==> src/rtl/seq_pkg.sv <==
// Shared types and constants for the sequencer program loader.
package seq_pkg;

    localparam int WORD_WIDTH    = 16;
    localparam int RAM_ADDR_BITS = 11;

    localparam logic [WORD_WIDTH-1:0] MASK_NONE = '0;

    typedef enum logic [2:0] {
        ST_IDLE,
        ST_COUNT,
        ST_LO,
        ST_HI,
        ST_WRITE,
        ST_CHK,
        ST_DONE,
        ST_ERR
    } ld_state_e;

endpackage

==> src/rtl/loader_csum.sv <==
// 8-bit wrapping checksum accumulator. zero_o reports whether the value being
// loaded this cycle is zero, so the caller can judge the final byte on its edge.
module loader_csum (
    input  logic       clk,
    input  logic       rst_n,
    input  logic       init_i,
    input  logic       add_i,
    input  logic [7:0] byte_i,
    output logic       zero_o
);

    logic [7:0] sum_q, sum_d;

    // NOTE: combinational blocks assign every output a default first so no latch is inferred.
    always_comb begin
        sum_d = sum_q;
        if (init_i) begin
            sum_d = byte_i;
        end else if (add_i) begin
            sum_d = sum_q + byte_i;
        end
    end

    // NOTE: sequential state uses non-blocking assignments only.
    always_ff @(posedge clk or negedge rst_n) begin
        if (!rst_n) begin
            sum_q <= 8'h00;
        end else begin
            sum_q <= sum_d;
        end
    end

    assign zero_o = (sum_d == 8'h00);

endmodule

==> src/rtl/seq_prog_loader.sv <==
// Program-RAM writer: parses count/words/checksum from a byte stream, writes
// words from address 0 and keeps the sequencer halted until a good image lands.
module seq_prog_loader #(
    parameter int ADDR_WIDTH = 8,
    parameter int WORD_WIDTH = seq_pkg::WORD_WIDTH
) (
    input  logic                              CLKIN,
    input  logic                              RESETN,
    input  logic                              START,
    input  logic [7:0]                        RX_DATA,
    input  logic                              RX_VALID,
    output logic                              RX_READY,
    output logic [seq_pkg::RAM_ADDR_BITS-1:0] WADDR,
    output logic [WORD_WIDTH-1:0]             WDATA,
    output logic                              WE,
    output logic                              WCLKE,
    output logic [WORD_WIDTH-1:0]             MASK,
    output logic                              HALT,
    output logic                              DONE,
    output logic                              ERR
);

    import seq_pkg::*;

    localparam int CW = ADDR_WIDTH + 1;
    localparam logic [CW-1:0] CNT_FULL = {1'b1, {ADDR_WIDTH{1'b0}}};

    ld_state_e             state_q, state_d;
    logic [ADDR_WIDTH-1:0] addr_q, addr_d;
    logic [CW-1:0]         cnt_q, cnt_d;
    logic [WORD_WIDTH-1:0] wdata_q, wdata_d;
    logic                  rdy_q, we_q, halt_q, done_q, err_q;
    logic                  xfer, cs_init, cs_add, cs_zero;

    assign xfer = RX_VALID & rdy_q;

    loader_csum u_csum (
        .clk    (CLKIN),
        .rst_n  (RESETN),
        .init_i (cs_init),
        .add_i  (cs_add),
        .byte_i (RX_DATA),
        .zero_o (cs_zero)
    );

    always_comb begin
        state_d = state_q;
        addr_d  = addr_q;
        cnt_d   = cnt_q;
        wdata_d = wdata_q;
        cs_init = 1'b0;
        cs_add  = 1'b0;
        unique case (state_q)
            ST_IDLE: if (START) state_d = ST_COUNT;
            ST_COUNT: if (xfer) begin
                // A zero count byte stands for a full 2^ADDR_WIDTH-word image.
                cnt_d   = (RX_DATA == 8'h00) ? CNT_FULL : CW'(RX_DATA);
                addr_d  = '0;
                cs_init = 1'b1;
                state_d = ST_LO;
            end
            ST_LO: if (xfer) begin
                wdata_d[7:0] = RX_DATA;
                cs_add       = 1'b1;
                state_d      = ST_HI;
            end
            ST_HI: if (xfer) begin
                wdata_d[15:8] = RX_DATA;
                cs_add        = 1'b1;
                state_d       = ST_WRITE;
            end
            ST_WRITE: begin
                addr_d  = addr_q + 1'b1;
                cnt_d   = cnt_q - 1'b1;
                state_d = (cnt_q == CW'(1)) ? ST_CHK : ST_LO;
            end
            ST_CHK: if (xfer) begin
                cs_add  = 1'b1;
                state_d = cs_zero ? ST_DONE : ST_ERR;
            end
            ST_DONE, ST_ERR: if (START) state_d = ST_COUNT;
            default: state_d = ST_IDLE;
        endcase
    end

    // Outputs are registered from the next state so they line up with the state they describe.
    always_ff @(posedge CLKIN or negedge RESETN) begin
        if (!RESETN) begin
            state_q <= ST_IDLE;
            addr_q  <= '0;
            cnt_q   <= '0;
            wdata_q <= '0;
            rdy_q   <= 1'b0;
            we_q    <= 1'b0;
            halt_q  <= 1'b1;
            done_q  <= 1'b0;
            err_q   <= 1'b0;
        end else begin
            state_q <= state_d;
            addr_q  <= addr_d;
            cnt_q   <= cnt_d;
            wdata_q <= wdata_d;
            rdy_q   <= state_d inside {ST_COUNT, ST_LO, ST_HI, ST_CHK};
            we_q    <= (state_d == ST_WRITE);
            halt_q  <= (state_d != ST_DONE);
            done_q  <= (state_q == ST_CHK) && (state_d == ST_DONE);
            err_q   <= (state_d == ST_ERR);
        end
    end

    assign RX_READY = rdy_q;
    assign WADDR    = {{(RAM_ADDR_BITS-ADDR_WIDTH){1'b0}}, addr_q};
    assign WDATA    = wdata_q;
    assign WE       = we_q;
    assign WCLKE    = we_q;
    assign MASK     = MASK_NONE;
    assign HALT     = halt_q;
    assign DONE     = done_q;
    assign ERR      = err_q;

endmodule
==> config.mk <==
export PLATFORM = sky130hd
export DESIGN_NAME = seq_prog_loader
export DESIGN_NICKNAME = d
export VERILOG_FILES = /design/src/rtl/seq_pkg.sv /design/src/rtl/loader_csum.sv /design/src/rtl/seq_prog_loader.sv
export SDC_FILE = /design/constraint.sdc
export NUM_CORES = 1
export LEC_CHECK = 0
export ABC_AREA = 1
export CORE_ASPECT_RATIO = 0.6
export CORE_MARGIN = 8
export CORE_UTILIZATION = 42
export DETAILED_ROUTE_END_ITERATION = 6
export GPL_TIMING_DRIVEN = 0
export PLACE_DENSITY = 0.68
export SETUP_SLACK_MARGIN = 0.3
export SLEW_MARGIN = 40
export SYNTH_ARGS = -nofsm -noshare
export SYNTH_HDL_FRONTEND = slang
export SYNTH_SLANG_ARGS = --single-unit
export TNS_END_PERCENT = 50
==> constraint.sdc <==
create_clock -name CLKIN -period 3.85 [get_ports CLKIN]
set_input_delay 0.9625 -clock CLKIN [delete_from_list [all_inputs] [get_ports CLKIN]]
set_output_delay 0.9625 -clock CLKIN [all_outputs]
set_load 0.1 [all_outputs]
### Yosys cells after proc, flatten, opt, wreduce, memory -nomap -nowiden

Index checks and enable logic that the tools add are counted.

| word-level totals | value |
|---|---|
| input bits | 12 |
| register bits after elaboration | 49 |
| output and inout port bits | 49 |

| cells by class | value |
|---|---|
| reductions and logical operators | 11 |
| bitwise gates (word level) | 1 |
| multiplexer cells | 18 |
| add/sub/neg operators | 3 |
| eq/ne operators | 17 |

Operators by type and width:

| kind | count |
|---|---|
| $eq 3x3->1 const B | 8 |
| $mux 8 | 3 |
| $mux 3 | 6 |
| $mux 9 | 2 |
| $pmux 3 s6 | 1 |
| $pmux 9 s2 | 1 |
| $logic_not 8->1 | 2 |
| $pmux 8 s2 | 1 |
| $eq 3x2->1 const B | 4 |
| $eq 9x1->1 const B | 1 |
| $sub 9x1->9 const B | 1 |
| $add 8x1->8 const B | 1 |
| $add 8x8->8 | 1 |
| $eq 3x1->1 const B | 2 |
| $reduce_and 2->1 | 3 |
| $reduce_or 3->1 | 2 |
| $mux 1 | 4 |
| $reduce_bool 4->1 | 1 |
| $logic_not 3->1 | 1 |
| $ne 3x3->1 const B | 1 |
| $ne 2x2->1 const B | 1 |
| $reduce_bool 2->1 | 1 |
| $and 1x1->1 | 1 |
| $logic_and 1x1->1 | 1 |

### Depth between registers and ports, before layout

| depth | value |
|---|---|
| depth in word-level cells | 11 |
| depth in mapped cells | 17 |
| gate-level depth less buffers | 17 |

### Cells and area by module

A second synthesis with hierarchy kept.

| second synthesis, totals | value |
|---|---|
| cells, all modules | 385 |
| area total of the unflattened synthesis | 2945.3 µm² |

Modules (own cells, without submodules):

| module | cells each | seq. area each (µm²) | area an instance (µm²) | instances |
|---|---|---|---|---|
| seq_prog_loader | 255 | 1027.2 | 2123.3 | 1 |
| loader_csum | 130 | 200.2 | 822.0 | 1 |

### Worst setup path after synthesis

OpenSTA, ideal clock, no wires.

| timing path | value |
|---|---|
| path type | input -> register |
| from | in RX_DATA[0] |
| to | reg rdy_q, in the netlist RX_READY |
| stages | 14 |
| slack | 1228 ps |
| buffers on the path | 0 |
| arrival time | 2509 ps |
| data required time | 3737 ps |
| cells stage by stage | ha_1 > fa_1 > nand2_1 > nand2_1 > nand3_1 > nand3_2 > a21oi_1 > nand2_1 > nor2_1 > nand4_1 > nand2_2 > nand3b_1 > nand2_1 > inv_1 |

| between the ends | value |
|---|---|
| cells in the longest elaborated chain, start to end | 9 |
| elaborated cells between the ends (all ways) | 12 |

Ends and longest elaborated chain:

| item | line | source |
|---|---|---|
| start: declaration | seq_prog_loader.sv:10 | `input logic [7:0] RX_DATA,` |
| $add 8x8->8 | loader_csum.sv:20 | `sum_d = sum_q + byte_i;` |
| $mux 8 | loader_csum.sv:19 | `end else if (add_i) begin` |
| $mux 8 (*) | loader_csum.sv:17 | `if (init_i) begin` |
| $logic_not 8->1 (*) | loader_csum.sv:33 | `assign zero_o = (sum_d == 8'h00);` |
| $mux 1 (*) | seq_prog_loader.sv:79 | `state_d = cs_zero ? ST_DONE : ST_ERR;` |
| $mux 3 (*) | seq_prog_loader.sv:77 | `ST_CHK: if (xfer) begin` |
| $pmux 3 s6 (*) | seq_prog_loader.sv:53 | `unique case (state_q)` |
| $eq 3x1->1, or another cell as far along | seq_prog_loader.sv:103 | `rdy_q <= state_d inside {ST_COUNT, ST_LO, ST_HI, ST_CHK};` |
| $reduce_bool 4->1 (*) | seq_prog_loader.sv:103 |  |
| end signal: assignment | seq_prog_loader.sv:103 |  |
| end: declaration | seq_prog_loader.sv:32 | `logic rdy_q, we_q, halt_q, done_q, err_q;` |

Mark *: on every way between the ends. The rest lies on a longest branch, timed or not.
A chain may end at the register's enable or synchronous reset.

### Worst setup path in the final report

| timing path | value |
|---|---|
| from | in RX_DATA[1] |
| to | reg rdy_q, in the netlist RX_READY |

| between the ends | value |
|---|---|
| cells in the longest elaborated chain, start to end | 9 |
| elaborated cells between the ends (all ways) | 12 |

Ends and longest elaborated chain:

| item | line | source |
|---|---|---|
| $add 8x8->8 (*) | loader_csum.sv:20 |  |
| $mux 8 (*) | loader_csum.sv:19 |  |
| $mux 8 (*) | loader_csum.sv:17 |  |
| named net u_csum.sum_d[6] | loader_csum.sv:12 | `logic [7:0] sum_q, sum_d;` |
| $logic_not 8->1 (*) | loader_csum.sv:33 |  |
| $mux 1 (*) | seq_prog_loader.sv:79 |  |
| $mux 3 (*) | seq_prog_loader.sv:77 |  |
| $pmux 3 s6 (*) | seq_prog_loader.sv:53 |  |
| $eq 3x1->1, or another cell as far along | seq_prog_loader.sv:103 |  |
| $reduce_bool 4->1 (*) | seq_prog_loader.sv:103 |  |

Mark *: on every way through the listed nets, which the timed path passes. The rest lies on a longest branch.

==> results.txt <==
Post-synth EDFFs: 0
Crit Path Max Fanout: 5
Worst hold stages: 1
Gp weighted congestion: 0.871
Register area: 1230 µm²
Final setup violation count: 0
Hold WC Path Type: register to register
CTS tree: done
Endpoint, Worst Hold: addr_q[7]
WS Path Type: input port to register
Flop-to-flop setup slack: 1.42 ns
Clock Latency Late Sink: 0.29 ns
Nets: 464
Sequential cell area fraction in the yosys report: 42.3%
First-pass GRT wire length: 12000 µm
GR Util met2: 22.1%
Clock sink count: 49
Worst Reg-to-Reg Cells: 16
Tot GR Track Use: 15.2%
Post-Syn Area: 2900 µm²
Die area: 9910 µm²
Max Cap Viol: 0
Worst reg2reg endpoint: RX_READY
Chip height: 80.4 µm
Iteration-0 DRC Markers: 170
Yosys reg bits: 49
Syn. warnings: 0
Detail Route Antenna Nets: 0
Vias in the first global route: 2464
Number of antenna violations at the first check in global routing: 0
H-tree depth: 2
Largest net degree at the start of global routing: 35
Period minus WS final: 3.15 ns
Rows: 23
FFs w/ async S/R, synth: 100%
RSZ-0062 raised after global routing: false
Setup crit start kind: input port
Max-slew violation count: 0
Cell area after layout: 3510 µm²
DRC Markers: 0
Root Buffer: clkbuf_16
Vias per inst: 4.81
Dpl cell area: 3350 µm²
Starting density of the core: 43.4%
DRT Pass-1 Iters: 4
Synth cell types: 42
GRT overflow: 0
Hold Crit Start: addr_q[7]
Dpl hpwl: 5810 µm
Setup_tns: 0 ns
Wire per inst: 13.7 µm
Total vias in the final route: 2547
Port Buffers: 41
Area delta synth->final: 21.1%
Core area: 6680 µm²
CP arrival: 3.34 ns
Syn Inst Count: 374
Ports: 61
Fmax: 317 MHz
# Post-CTS Setup Buffers: 0
Worst r2r src: u_csum.sum_q[0]
Setup Skew: 0.00773 ns
Area share of the largest cell type after synthesis: 41.4%
Clock tree buffer depth: 2
Top FF cell, synth: dfrtp_1
Clk pin slew, worst setup/hold paths: 0.07 ns
Layout cells sized above 1: 19.0%
Slowest cell delay on critical path: 0.53 ns
Total CTS buffers: 5
Area contributors post-synth: dfrtp_1 (41%), nand2_1 (11%), inv_1 (6.7%)
Hold buffers post-CTS: 0
Status: complete, no violations
CP Buf/Inv Count: 2
CP cell instances: clkdlybuf4s50_1 > fa_1 > nand2_1 > nand2_1 > nand3_1 > nand2_1 > nand2_1 > nand3_1 > nand2_1 > nand2_1 > nor2_1 > nand4_1 > nand2_2 > nand3b_1 > nand2_1 > inv_1
Post-Route WL: 7230 µm
CP endpoint kind: register
CP Data Required Time: 4.04 ns
Most used cell along the critical path: nand2_1
Met3 usage: 4.34%
Slowest cell on the critical path: clkdlybuf4s50_1
DIE WIDTH: 123 µm
Mapped Avg Cell Area: 7.75 µm²
Fillers: 662
Gr busiest metal: met2
Worst path top cell family by delay: simple AND/OR/NAND/NOR gates
Leading area contributor after synthesis: dfrtp_1
Post-route clock period utilization: 81.9%
Met1 usage: 21.4%
Final Hold Fails: 0
Footprint of the multi-input gates: 1350 µm²
Number of diodes: 0
[area by class of cell]
class	count	share of cell area [%]
multi-input combinational	260	38.5
sequential	49	34.9
timing repair buffer	42	7.98
inverter	58	6.20
buffer	25	4.95
clock buffer	6	3.95
tap	87	3.10
clock inverter	2	0.392
[layout by cell type (no fill, tap or decap), types with 3 or more instances in the layout]
cell             instances
nand2_1                 86
inv_1                   52
dfrtp_1                 48
nor2_1                  36
buf_2                   31
o21ai_0                 30
nand3_1                 22
buf_4                   22
conb_1                  19
ha_1                     9
clkdlybuf4s50_1          9
a21oi_1                  6
clkbuf_16                5
inv_2                    4
nand2_2                  4
nor3_1                   4
nand3_2                  3
nor2_2                   3
nand4_1                  3
xor2_1                   3
clkbuf_1                 3
nor4_1                   3
mux2i_1                  3
[per-layer routing]
layer | up-vias | part of all wire (%)
met2 | 71 | 41
met5 | - | 0
met4 | 0 | 0.77
li1 | 1289 | -
met3 | 6 | 8.4
met1 | 1181 | 49
[repair_timing]
item,4_1_cts,5_1_grt
setup endpoints to repair,0,5
hold endpoints to repair,0,0
gates resized for setup,0,2
[how the worst max path moves through the flow]
stage / start / endpoint / slack [ns] / cells past startpoint
after global placement: RX_DATA[0] / RX_READY / 0.24 / 17
final: RX_DATA[1] / RX_READY / 0.70 / 16
after detailed placement: RX_DATA[0] / RX_READY / 0.18 / 17
after floorplan: RX_DATA[0] / RX_READY / 1.23 / 14
after global routing: RX_DATA[1] / DONE / 0.45 / 15
after CTS: RX_DATA[0] / RX_READY / 0.48 / 17
[flip-flops by register name (all words and copies together) (netlist names)]
signal	flops
ERR	1
RX_READY	1
WDATA	16
cnt_q	9
DONE	1
state_q	3
addr_q	8
HALT	1
WCLKE	1
u_csum.sum_q	8
[kinds of logic after synthesis]
kind of cell	Yosys count	synth area share [%]
fa+ha+maj	11	5.00
buf+inv	83	13.5
mux	3	1.04
simple gates	172	26.4
flops	49	42.3
compound gates	51	10.4
xor+xnor	4	1.21
other cells	1	0.129
[synthesized netlist by cell type, drive strengths merged, types with 3 or more instances]
master  count
nor2       39
a21oi       8
nor4        4
inv        56
o21ai      32
buf        22
nand2      90
mux2i       3
nand4       4
ha         10
dfrtp      48
nand3      25
xor2        3
clkbuf      3
nor3        4
or2         3
[through the flow]
| stage | setup WS, ns | cells | hold slack [ns] | utilization (%) |
|---|---|---|---|---|
| final | 0.697 | 529 | 0.474 | 52.6 |
| after CTS | 0.482 | 529 | 0.473 | 52.5 |
| after floorplan | 1.23 | 392 | 0.474 | - |
| after global placement | 0.242 | 520 | 0.464 | 52.2 |
| after detailed placement | 0.183 | 521 | 0.462 | 50.2 |
| after global routing | 0.453 | 529 | 0.482 | 52.6 |
Power is left out: the tool's default activity adds up to more than one toggle a clock period on the data nets, which glitch-free logic cannot reach.
